==> config.mk <==
export PLATFORM = sky130hd
export DESIGN_NAME = detector_scan_scheduler
export DESIGN_NICKNAME = d
export VERILOG_FILES = /design/src/rtl/detector_scan_scheduler.sv
export SDC_FILE = /design/constraint.sdc
export NUM_CORES = 1
export LEC_CHECK = 0
export BUFFER_PORTS_ARGS = -buffer_cell sky130_fd_sc_hd__buf_2
export CAP_MARGIN = 20
export CORE_ASPECT_RATIO = 1.4
export CORE_MARGIN = 10
export CORE_UTILIZATION = 46
export CTS_CLUSTER_DIAMETER = 100
export CTS_CLUSTER_SIZE = 16
export DETAILED_ROUTE_END_ITERATION = 10
export PLACE_DENSITY = 0.77
export SLEW_MARGIN = 20
export SYNTH_ARGS = -nofsm -noshare
export SYNTH_HDL_FRONTEND = slang
export SYNTH_SLANG_ARGS = --single-unit
==> constraint.sdc <==
create_clock -name clk -period 2.73 [get_ports clk]
set_input_delay 0.1365 -clock clk [delete_from_list [all_inputs] [get_ports clk]]
set_output_delay 0.1365 -clock clk [all_outputs]
set_load 0.05 [all_outputs]
==> src/rtl/detector_scan_scheduler.sv <==
// Two-requester round-robin front end sharing one serial, non-overlapping
// pattern-match engine; returns the match count tagged with the served id.
module detector_scan_scheduler #(
    parameter int unsigned FRAME_LEN = 20,
    parameter int unsigned PAT_W     = 4,
    parameter int unsigned CNT_W     = 4
) (
    input  logic                 clk,
    input  logic                 rst_n,
    input  logic [1:0]           req,
    input  logic [PAT_W-1:0]     pattern0,
    input  logic [FRAME_LEN-1:0] frame0,
    input  logic [PAT_W-1:0]     pattern1,
    input  logic [FRAME_LEN-1:0] frame1,
    output logic [1:0]           gnt,
    output logic                 busy,
    output logic                 res_valid,
    output logic                 res_id,
    output logic [CNT_W-1:0]     res_count
);

    localparam int unsigned IDX_W  = $clog2(FRAME_LEN);
    localparam int unsigned FILL_W = $clog2(PAT_W + 1);

    localparam logic [1:0] S_IDLE = 2'd0;
    localparam logic [1:0] S_SCAN = 2'd1;
    localparam logic [1:0] S_DONE = 2'd2;

    logic [1:0]           state, state_n;
    logic [1:0]           gnt_n;
    logic                 busy_n, res_valid_n, res_id_n;
    logic [CNT_W-1:0]     res_count_n;
    logic [PAT_W-1:0]     window, window_n;
    logic [FILL_W-1:0]    fill, fill_n;
    logic [IDX_W-1:0]     bit_idx, bit_idx_n;
    logic                 last_id, last_id_n;
    logic [PAT_W-1:0]     pat_q, pat_q_n;
    logic [FRAME_LEN-1:0] frame_q, frame_q_n;
    logic [CNT_W-1:0]     count, count_n;

    logic                 win;
    logic [PAT_W-1:0]     win_upd;
    logic [FILL_W-1:0]    fill_upd;
    logic                 match;

    // State and registered outputs
    always_ff @(posedge clk or negedge rst_n) begin
        if (!rst_n) begin
            state     <= S_IDLE;
            gnt       <= 2'b00;
            busy      <= 1'b0;
            res_valid <= 1'b0;
            res_id    <= 1'b0;
            res_count <= '0;
            window    <= '0;
            fill      <= '0;
            bit_idx   <= '0;
            last_id   <= 1'b1;
            pat_q     <= '0;
            frame_q   <= '0;
            count     <= '0;
        end else begin
            state     <= state_n;
            gnt       <= gnt_n;
            busy      <= busy_n;
            res_valid <= res_valid_n;
            res_id    <= res_id_n;
            res_count <= res_count_n;
            window    <= window_n;
            fill      <= fill_n;
            bit_idx   <= bit_idx_n;
            last_id   <= last_id_n;
            pat_q     <= pat_q_n;
            frame_q   <= frame_q_n;
            count     <= count_n;
        end
    end

    // Next-state and next-output logic
    always_comb begin
        state_n     = state;
        gnt_n       = 2'b00;
        busy_n      = busy;
        res_valid_n = 1'b0;
        res_id_n    = res_id;
        res_count_n = res_count;
        window_n    = window;
        fill_n      = fill;
        bit_idx_n   = bit_idx;
        last_id_n   = last_id;
        pat_q_n     = pat_q;
        frame_q_n   = frame_q;
        count_n     = count;

        // Tie goes to whoever was not served last
        win      = (req == 2'b11) ? ~last_id : req[1];
        win_upd  = {frame_q[bit_idx], window[PAT_W-1:1]};
        fill_upd = (fill == FILL_W'(PAT_W)) ? fill : fill + FILL_W'(1);
        match    = (fill_upd == FILL_W'(PAT_W)) && (win_upd == pat_q);

        case (state)
            S_IDLE: begin
                busy_n = 1'b0;
                if (req != 2'b00) begin
                    state_n   = S_SCAN;
                    busy_n    = 1'b1;
                    gnt_n     = win ? 2'b10 : 2'b01;
                    last_id_n = win;
                    res_id_n  = win;
                    pat_q_n   = win ? pattern1 : pattern0;
                    frame_q_n = win ? frame1 : frame0;
                    window_n  = '0;
                    fill_n    = '0;
                    count_n   = '0;
                    bit_idx_n = '0;
                end
            end
            S_SCAN: begin
                // A hit consumes the window so the next hit needs fresh bits
                if (match) begin
                    count_n  = (&count) ? count : count + CNT_W'(1);
                    window_n = '0;
                    fill_n   = '0;
                end else begin
                    window_n = win_upd;
                    fill_n   = fill_upd;
                end
                if (bit_idx == IDX_W'(FRAME_LEN - 1)) begin
                    state_n     = S_DONE;
                    res_valid_n = 1'b1;
                    res_count_n = count_n;
                end else begin
                    bit_idx_n = bit_idx + IDX_W'(1);
                end
            end
            S_DONE: begin
                state_n = S_IDLE;
                busy_n  = 1'b0;
            end
            default: begin
                state_n = S_IDLE;
                busy_n  = 1'b0;
            end
        endcase
    end

endmodule

After elaboration in Yosys (flattened, before gate mapping)
Index checks and enable logic that the tools add are counted.
{"block": "word_totals", "regBits": 52, "latch_bits": 0, "ramBits": 0, "mem_bits_ro": 0, "inputBits": 52, "word_cells": 65, "n_memories": 0}
{"block": "classes", "n_addsub": 3, "n_mul": 0, "div_mod_pow": 0, "n_lt_le_gt_ge": 1, "eq_ne": 9, "shifts": 0, "mux": 28, "n_bitwise": 1, "reduce_logical": 10}
{"cell": "two-way mux 20 bit", "n": 1}
{"cell": "two-way mux 4 bit", "n": 5}
{"cell": "one-hot mux 4 bit (2 select lines)", "n": 2}
{"cell": "two-way mux 2 bit", "n": 5}
{"cell": "two-way mux 5 bit", "n": 2}
{"cell": "one-hot mux 5 bit (2 select lines)", "n": 1}
{"cell": "two-way mux 3 bit", "n": 3}
{"cell": "AND reduction 2 bit", "n": 4}
{"cell": "== test 3 bit (second input constant)", "n": 2}
{"cell": "< comparator 5 x 6 -> 1 bit (second input constant)", "n": 1}
{"cell": "!= test 2 bit (second input constant)", "n": 3}
{"cell": "one-hot mux 3 bit (2 select lines)", "n": 1}
{"cell": "adder 5 x 1 -> 5 bit (second input constant)", "n": 1}
{"cell": "binary-select mux 1 bit (select 5 bit)", "n": 1}
{"cell": "== test 5 bit (second input constant)", "n": 1}
{"cell": "two-way mux 1 bit", "n": 5}
{"cell": "adder 4 x 1 -> 4 bit (second input constant)", "n": 1}
{"cell": "== test 4 bit", "n": 1}
{"cell": "one-hot mux 2 bit (2 select lines)", "n": 1}
{"cell": "AND reduction 4 bit", "n": 1}
{"cell": "nonzero test 2 bit", "n": 2}
{"cell": "adder 3 x 1 -> 3 bit (second input constant)", "n": 1}
{"cell": "AND reduction 3 bit", "n": 1}
{"cell": "== test 2 x 1 -> 1 bit (second input constant)", "n": 1}
{"cell": "other kinds (5)", "n": 5}

Logic depth before layout (Yosys ltp)
Gate-level depths: netlist (run 1).
{"block": "logic_depth", "word_depth": 6, "mapped_depth": 9, "ltp_nobuf": 9}

Least setup slack after synthesis (run 1)
OpenSTA, ideal clock, no wires.
{"block": "synth_timing", "path_kind": "flip-flop to flip-flop", "startpoint": "register bit_idx[0]", "endpoint": "register res_count[2]", "setup_time_ns": 0.141, "t_arrival_ns": 1.992, "required_time_ns": 2.589, "slack_ns": 0.598, "path_stages_with_launch": 10, "path_buffers": 2, "period_less_slack_ns": 2.132, "path_cell_list": "dfrtp_1 > buf_6 > mux4_2 > mux2_2 > nand3b_4 > and3b_1 > o21ai_2 > buf_6 > o41ai_2 > o22ai_1"}
{"block": "synth_between", "elab_chain_cells": 5, "elab_cells_between_ends": 7, "classes_between": "eq/ne (2); mux (3); reduce/logical (2)"}
{"element": "start: declaration", "line_no": "35", "rtl": "logic [IDX_W-1:0] bit_idx, bit_idx_n;"}
{"element": "start signal: assignment", "line_no": "71", "rtl": "bit_idx <= bit_idx_n;"}
{"element": "binary-select mux 1 bit (select 5 bit)", "line_no": "97", "rtl": "win_upd = {frame_q[bit_idx], window[PAT_W-1:1]};"}
{"element": "two-way mux 1 bit (not written as such)", "line_no": "97"}
{"element": "== test 4 bit", "line_no": "99", "rtl": "match = (fill_upd == FILL_W'(PAT_W)) && (win_upd == pat_q);"}
{"element": "logical AND 1 bit", "line_no": "99"}
{"element": "two-way mux 4 bit", "line_no": "120", "rtl": "if (match) begin"}
{"element": "end signal: assignment", "line_no": "68", "rtl": "res_count <= res_count_n;"}
{"element": "end: declaration", "line_no": "19", "rtl": "output logic [CNT_W-1:0] res_count"}
Parallel ways exist; a longest one is shown, timed or not. The select of a mux whose other input is x is not followed.
A chain may end at the register's enable or synchronous reset.

Worst setup path in the final report (run 1)
{"block": "layout_timing", "startpoint": "register bit_idx[0]", "endpoint": "register count[1]"}
{"block": "layout_between", "elab_chain_cells": 6}
{"element": "binary-select mux 1 bit (select 5 bit)", "line_no": "97"}
{"element": "two-way mux 1 bit (not written as such)", "line_no": "97"}
{"element": "== test 4 bit", "line_no": "99"}
{"element": "logical AND 1 bit", "line_no": "99"}
{"element": "two-way mux 4 bit", "line_no": "120"}
{"element": "one-hot mux 4 bit (2 select lines)", "line_no": "101", "rtl": "case (state)"}
{"element": "end signal: assignment", "line_no": "75", "rtl": "count <= count_n;"}
{"element": "end: declaration", "line_no": "39", "rtl": "logic [CNT_W-1:0] count, count_n;"}
No other way between the ends. The select of a mux whose other input is x is not followed.

==> results of run 1 <==
## report_power, final
part / leakage (nW) / internal (mW) / total (mW) / switching, mW
logic: 0.830 / 0.697 / 1.48 / 0.780
registers: 0.631 / 1.09 / 1.37 / 0.278
clock network: 0.0524 / 0.274 / 0.507 / 0.233
total: 1.51 / 2.06 / 3.35 / 1.29
## sequential cells by signal, summed over array words and instances (netlist names)
name	flops
bit_idx	5
busy	1
count	4
fill	3
frame_q	20
gnt	2
last_id	1
pat_q	4
res_count	4
res_id	1
res_valid	1
state	2
window	3
## stage by stage
stage / util, % / power (mW) / area [um2]
after floorplan: - / 2.52 / 2520
after global placement: 55.0 / 2.82 / 2880
after detailed placement: 55.0 / 2.88 / 2880
after CTS: 57.0 / 3.38 / 2990
after global routing: 57.3 / 3.62 / 3000
final: 57.3 / 3.35 / 3000
## cell families (layout without fill, tap and decap cells)
group | count (synthesis) | in the layout | share of synthesized area (%)
compound gates | 59 | 59 | 20.2
xor+xnor | 7 | 7 | 2.43
simple gates | 52 | 52 | 10.7
mux | 11 | 11 | 6.41
fa+ha+maj | 4 | 4 | 1.99
buf+inv | 45 | 106 | 7.60
flops | 51 | 51 | 50.7
## layout by cell type (no fill, tap or decap), types with 3 or more instances in the layout
master,instances
mux2i_1,6
nand2_1,17
a222oi_1,24
nor2_1,14
dfrtp_1,50
buf_2,59
buf_4,7
ha_1,4
mux4_2,4
clkbuf_8,5
nand3_1,4
o21ai_0,6
inv_1,31
xor2_1,6
a21oi_1,3
## critical path, cell delays in order, from the launching register on
cell and delay (ns):
dfrtp_1 0.55, mux4_2 0.56, mux2_2 0.30, nand3b_4 0.09, a21boi_2 0.07, o21ai_2 0.46, nor3_2 0.11, a22o_1 0.25
## routing by layer
layer  wire length [um]  vias to the layer above  track usage [%]
li1                   -                      966                -
met1               2100                      997             14.7
met2               3270                       68             24.9
met3                399                        5             4.60
met4                 74                        0             6.00
met5                  0                        -                0
## path summary, 6_finish.rpt
kind	slack, ns	to	from	cells past startpoint
setup / recovery	0.22	count[1]	bit_idx[0]	7
hold / removal	0.04	frame_q[14]	frame1[14]	3
setup reg to reg	0.22	count[1]	bit_idx[0]	7
hold reg to reg	0.48	res_id	res_id	1
max in group asynchronous	1.92	res_count[1]	rst_n	2
min in group asynchronous	0.39	fill[0]	rst_n	2
## area by class of cell
type	instances	area, um2
fill	466	2240
multi-input combinational	133	1060
timing repair buffer	67	358
clock inverter	1	30.0
tap	66	82.6
inverter	31	116
clock buffer	7	76.3
sequential	51	1280
==> metrics.txt, run 1 <==
Avg Inst Size Synth=about 11 um2; core area=~0.0052 mm2; Final Wtd Congestion=between 0.7 and 0.8; diodes inserted=0; arrival time worst endpoint=around 2.7 ns; post-route ant nets=0; status=finished, final reports clean; DRC viols=0; post_cts resized=0; Post-synth EDFFs=0; crit path max fanout=11; CP endpoint kind=flip-flop; measured slew at the worst slew-check pin=0.870 ns; hpwl dp=approximately 4.5 mm; vias in the first global route=roughly 2200; all-layer global routing usage=between 10% and 20%; io pins=just over 60; vias per inst=5.72; Bufs on Longest Clock Path=2; post-synthesis net count=285; CTS Root Cell=clkbuf_8; ys flop type=dfrtp_1; first-pass GRT wire length=around 10 mm; htree depth=2; peak supply drop=~0.51 mV; cell row count=31; Setup Skew=between 0.007 and 0.008 ns; first drt pass iteration count=5; Area growth, synth to finish=19.0%; Final TNS setup=0 ns; layout cell share with drive strength beyond 1=between 30 and 40%; FF+latch count, synth=roughly 50; CTS tree=done; Max-Cap Viols=0; mapped cell area=around 0.0025 mm2; post-synth top area share=49.7%; final setup fails=0; total die area=between 0.008 and 0.009 mm2; largest cells by area after synthesis=dfrtp_1 50%, a222oi_1 9.5%, inv_1 4.6%; Die Y=between 100 and 150 um; Slew HR=a little over two fifths; synthesized instance count=around 230; Leakage=about 1.5 nW; clock latency on the worst-skew pair=0.30 ns; Final Hold Slack=0.0365 ns; Port Buffer Count=60; Total Wirelength=slightly below 6 mm; fmax=between 0.3 and 0.4 GHz; initial core utilization=48.1%; final slew viol count=0; fin cells=about 360; Hold Path Class=primary input to flip-flop; routed via count=about 2000; Final Hold Vio Count=0; final period utilization=between 90 and 100%; clk slew on worst S/H paths=0.08 ns; final setup margin=about 0.22 ns; top cell types by occurrence after synthesis=50 x dfrtp_1, 31 x inv_1, 24 x a222oi_1; Req. time, crit path=a little under 3 ns; Seq/Total Area, Yosys=between 50% and 60%; CP startpoint kind=flip-flop; Post-CTS Hold Fix Bufs=0; CTS buffer count=5; Iter 0 DRT Violations=slightly below 200; CTS sink cnt=51; top-count cell post-synth=dfrtp_1; Async SR Flop Fraction=100%; worst slack, placed=approximately 0.26 ns; initial antenna violation count=0; Synth cell types=52; Die W=82.5 um; Post-CTS Repair Setup Buffers=0; pwr dens=between 1000 and 1500 mW/mm2; dpl cells=347; Layout Nets=between 300 and 400; total grt overflow=0; RSZ-0062 raised after global routing=false; largest net degree at the start of global routing=52; type of the worst setup path=flip-flop to flip-flop; post-layout min period=about 2.5 ns; Yosys Warn Count=0; area leader, netlist=dfrtp_1; Avg WL per Cell=16.4 um
Note: power is estimated with default switching activity, not from simulation.
==> run 2: changes to the inputs <==
- PLACE_DENSITY: 0.77 -> 0.79
- SKIP_CTS_REPAIR_TIMING: unset -> 1
==> run 2 against run 1 <==
Fmax up 1.8%; final cell count down 0.28%; critical endpoint unchanged; non-clock buffer count down 1; critical path type unchanged; sequential cell count unchanged; register-to-register slack better by 0.05 ns; worst setup slack better by 0.045 ns; power up 0.33%.
==> metrics.txt, run 2 (synthesis results as in run 1) <==
status=finished, final reports clean (unchanged); cell row count=31 (unchanged); htree depth=2 (unchanged); Die Y=108 um (unchanged); largest net degree at the start of global routing=52 (unchanged); Register Area=0.00128 mm2 (unchanged); Bufs on Longest Clock Path=2 (unchanged); most frequent cells in the layout=59 x buf_2, 50 x dfrtp_1, 31 x inv_1 (unchanged); Die W=82.5 um (unchanged); CTS tree=done (unchanged); arrival time worst endpoint=2.66 ns (was 2.70 ns); largest registers=frame_q (20), bit_idx (5) (unchanged); measured slew at the worst slew-check pin=0.630 ns (was 0.870 ns); Avg WL per Cell=16.4 um (about the same); Hold Path Class=primary input to flip-flop (unchanged); reg2reg setup slack=0.27 ns (was 0.22 ns); FF-to-FF End=count[1] (unchanged); vias in the first global route=2036 (was 2198); Final Wtd Congestion=0.841 (was 0.797); initial core utilization=48.1% (unchanged); CTS sink cnt=51 (unchanged); Final TNS setup=0 ns (unchanged); DRC viols=0 (unchanged); Buf/Inv on CP=0 (unchanged); final period utilization=90.3% (was 91.9%); first-pass GRT wire length=9.58 mm (was 10.0 mm); CTS Root Cell=clkbuf_8 (unchanged); r2r worst-path depth=7 (unchanged); Top delay family on crit path=multiplexers (unchanged); multi-input logic area=0.00106 mm2 (unchanged); Slew HR=58.0% (was 42.0%); RSZ-0062 raised after global routing=false (unchanged); most common cell after layout, fill and taps aside=buf_2 (unchanged); pwr dens=1120 mW/mm2 (about the same); post-layout min period=2.46 ns (was 2.51 ns); Area growth, synth to finish=18.9% (was 19.0%); peak supply drop=0.505 mV (was 0.510 mV); total grt overflow=0 (unchanged); post-route ant nets=0 (unchanged); Setup Skew=0.00790 ns (was 0.00719 ns); clk slew on worst S/H paths=0.09 ns (was 0.08 ns); Max-Cap Viols=0 (unchanged); most flop-heavy register=frame_q (unchanged); hold endpoint=frame_q[9] (was frame_q[14]); final slew viol count=0 (unchanged); core area=0.00524 mm2 (unchanged); Leakage=1.51 nW (about the same); crit path max fanout=11 (unchanged); final setup margin=0.265 ns (was 0.220 ns); all-layer global routing usage=13.7% (was 14.1%); Total Wirelength=5.81 mm (was 5.83 mm); critical path, cell by cell=mux4_2 -> mux2_2 -> nand3b_4 -> a21boi_2 -> o21ai_2 -> nor3_2 -> a22o_1 (unchanged); total die area=0.00888 mm2 (unchanged); hold wc startpoint=frame1[9] (was frame1[14]); fin cells=355 (was 356); CTS buffer count=5 (unchanged); first drt pass iteration count=5 (unchanged); routed via count=2023 (was 2036); hpwl dp=4.47 mm (was 4.50 mm); worst stage delay on the critical path=0.56 ns (about the same); Port Buffer Count=60 (unchanged); type of the worst setup path=flip-flop to flip-flop (unchanged); Reg2Reg Launch Point=bit_idx[0] (unchanged); vias per inst=5.70 (was 5.72); initial antenna violation count=0 (unchanged); worst slack, placed=0.280 ns (was 0.262 ns); Largest register FFs=20 (unchanged); final setup fails=0 (unchanged); Layout Nets=344 (was 345); layout cell share with drive strength beyond 1=30.8% (was 30.7%); CP startpoint kind=flip-flop (unchanged); Final Hold Vio Count=0 (unchanged); CP endpoint kind=flip-flop (unchanged); io pins=61 (unchanged); Iter 0 DRT Violations=172 (was 196); slowest CP cell=dfrtp_1 (was mux4_2); clock latency on the worst-skew pair=0.31 ns (was 0.30 ns); Req. time, crit path=2.92 ns (about the same); fmax=0.406 GHz (was 0.398 GHz); Filler cells=478 (was 466); diodes inserted=0 (unchanged); dpl cells=346 (was 347); hold path cells=3 (unchanged)
==> run 2: metrics by stage <==
step	util [%]	area (um2)	power, mW	hold WS (ns)
after floorplan	-	2520	2.52	-0.159
after global placement	54.8	2870	2.81	0.344
after detailed placement	54.8	2870	2.87	0.350
after CTS	56.9	2980	3.39	0.0264
after global routing	57.2	2990	3.63	0.0273
final	57.2	2990	3.36	0.0300
==> run 2: layer usage <==
metal	global-route usage, %	wire, um	vias to the layer above
met5	0	0	-
met4	4.68	107	0
met3	3.93	382	9
met2	24.0	3120	66
met1	15.1	2200	989
li1	-	-	959
==> run 2: cell type report <==
class	count	share of cell area [%]
Timing Repair Buffer	66	11.7
Sequential cell	51	42.7
Tap cell	66	2.76
Clock buffer	6	2.42
Multi-Input combinational cell	133	35.3
Inverter	31	3.89
Clock inverter	2	1.25
==> run 2: worst max-delay path by stage <==
| stage | from | end | slack (ns) | cells past startpoint |
|---|---|---|---|---|
| floorplan | bit_idx[0] | res_count[2] | 0.60 | 9 |
| global placement | bit_idx[0] | count[1] | 0.32 | 7 |
| detailed placement | bit_idx[0] | count[1] | 0.28 | 7 |
| CTS | bit_idx[0] | count[1] | 0.25 | 7 |
| global route | bit_idx[0] | count[1] | 0.06 | 7 |
| finish | bit_idx[0] | count[1] | 0.27 | 7 |
==> run 2: power breakdown <==
part	internal [mW]	switching (mW)
sequential	1.09	0.275
clock	0.274	0.247
combinational	0.695	0.782
total	2.06	1.30
==> run 2: worst min-delay path, stage by stage <==
cell and delay (ns):
buf_2 0.07, a222oi_1 0.05, inv_1 0.05
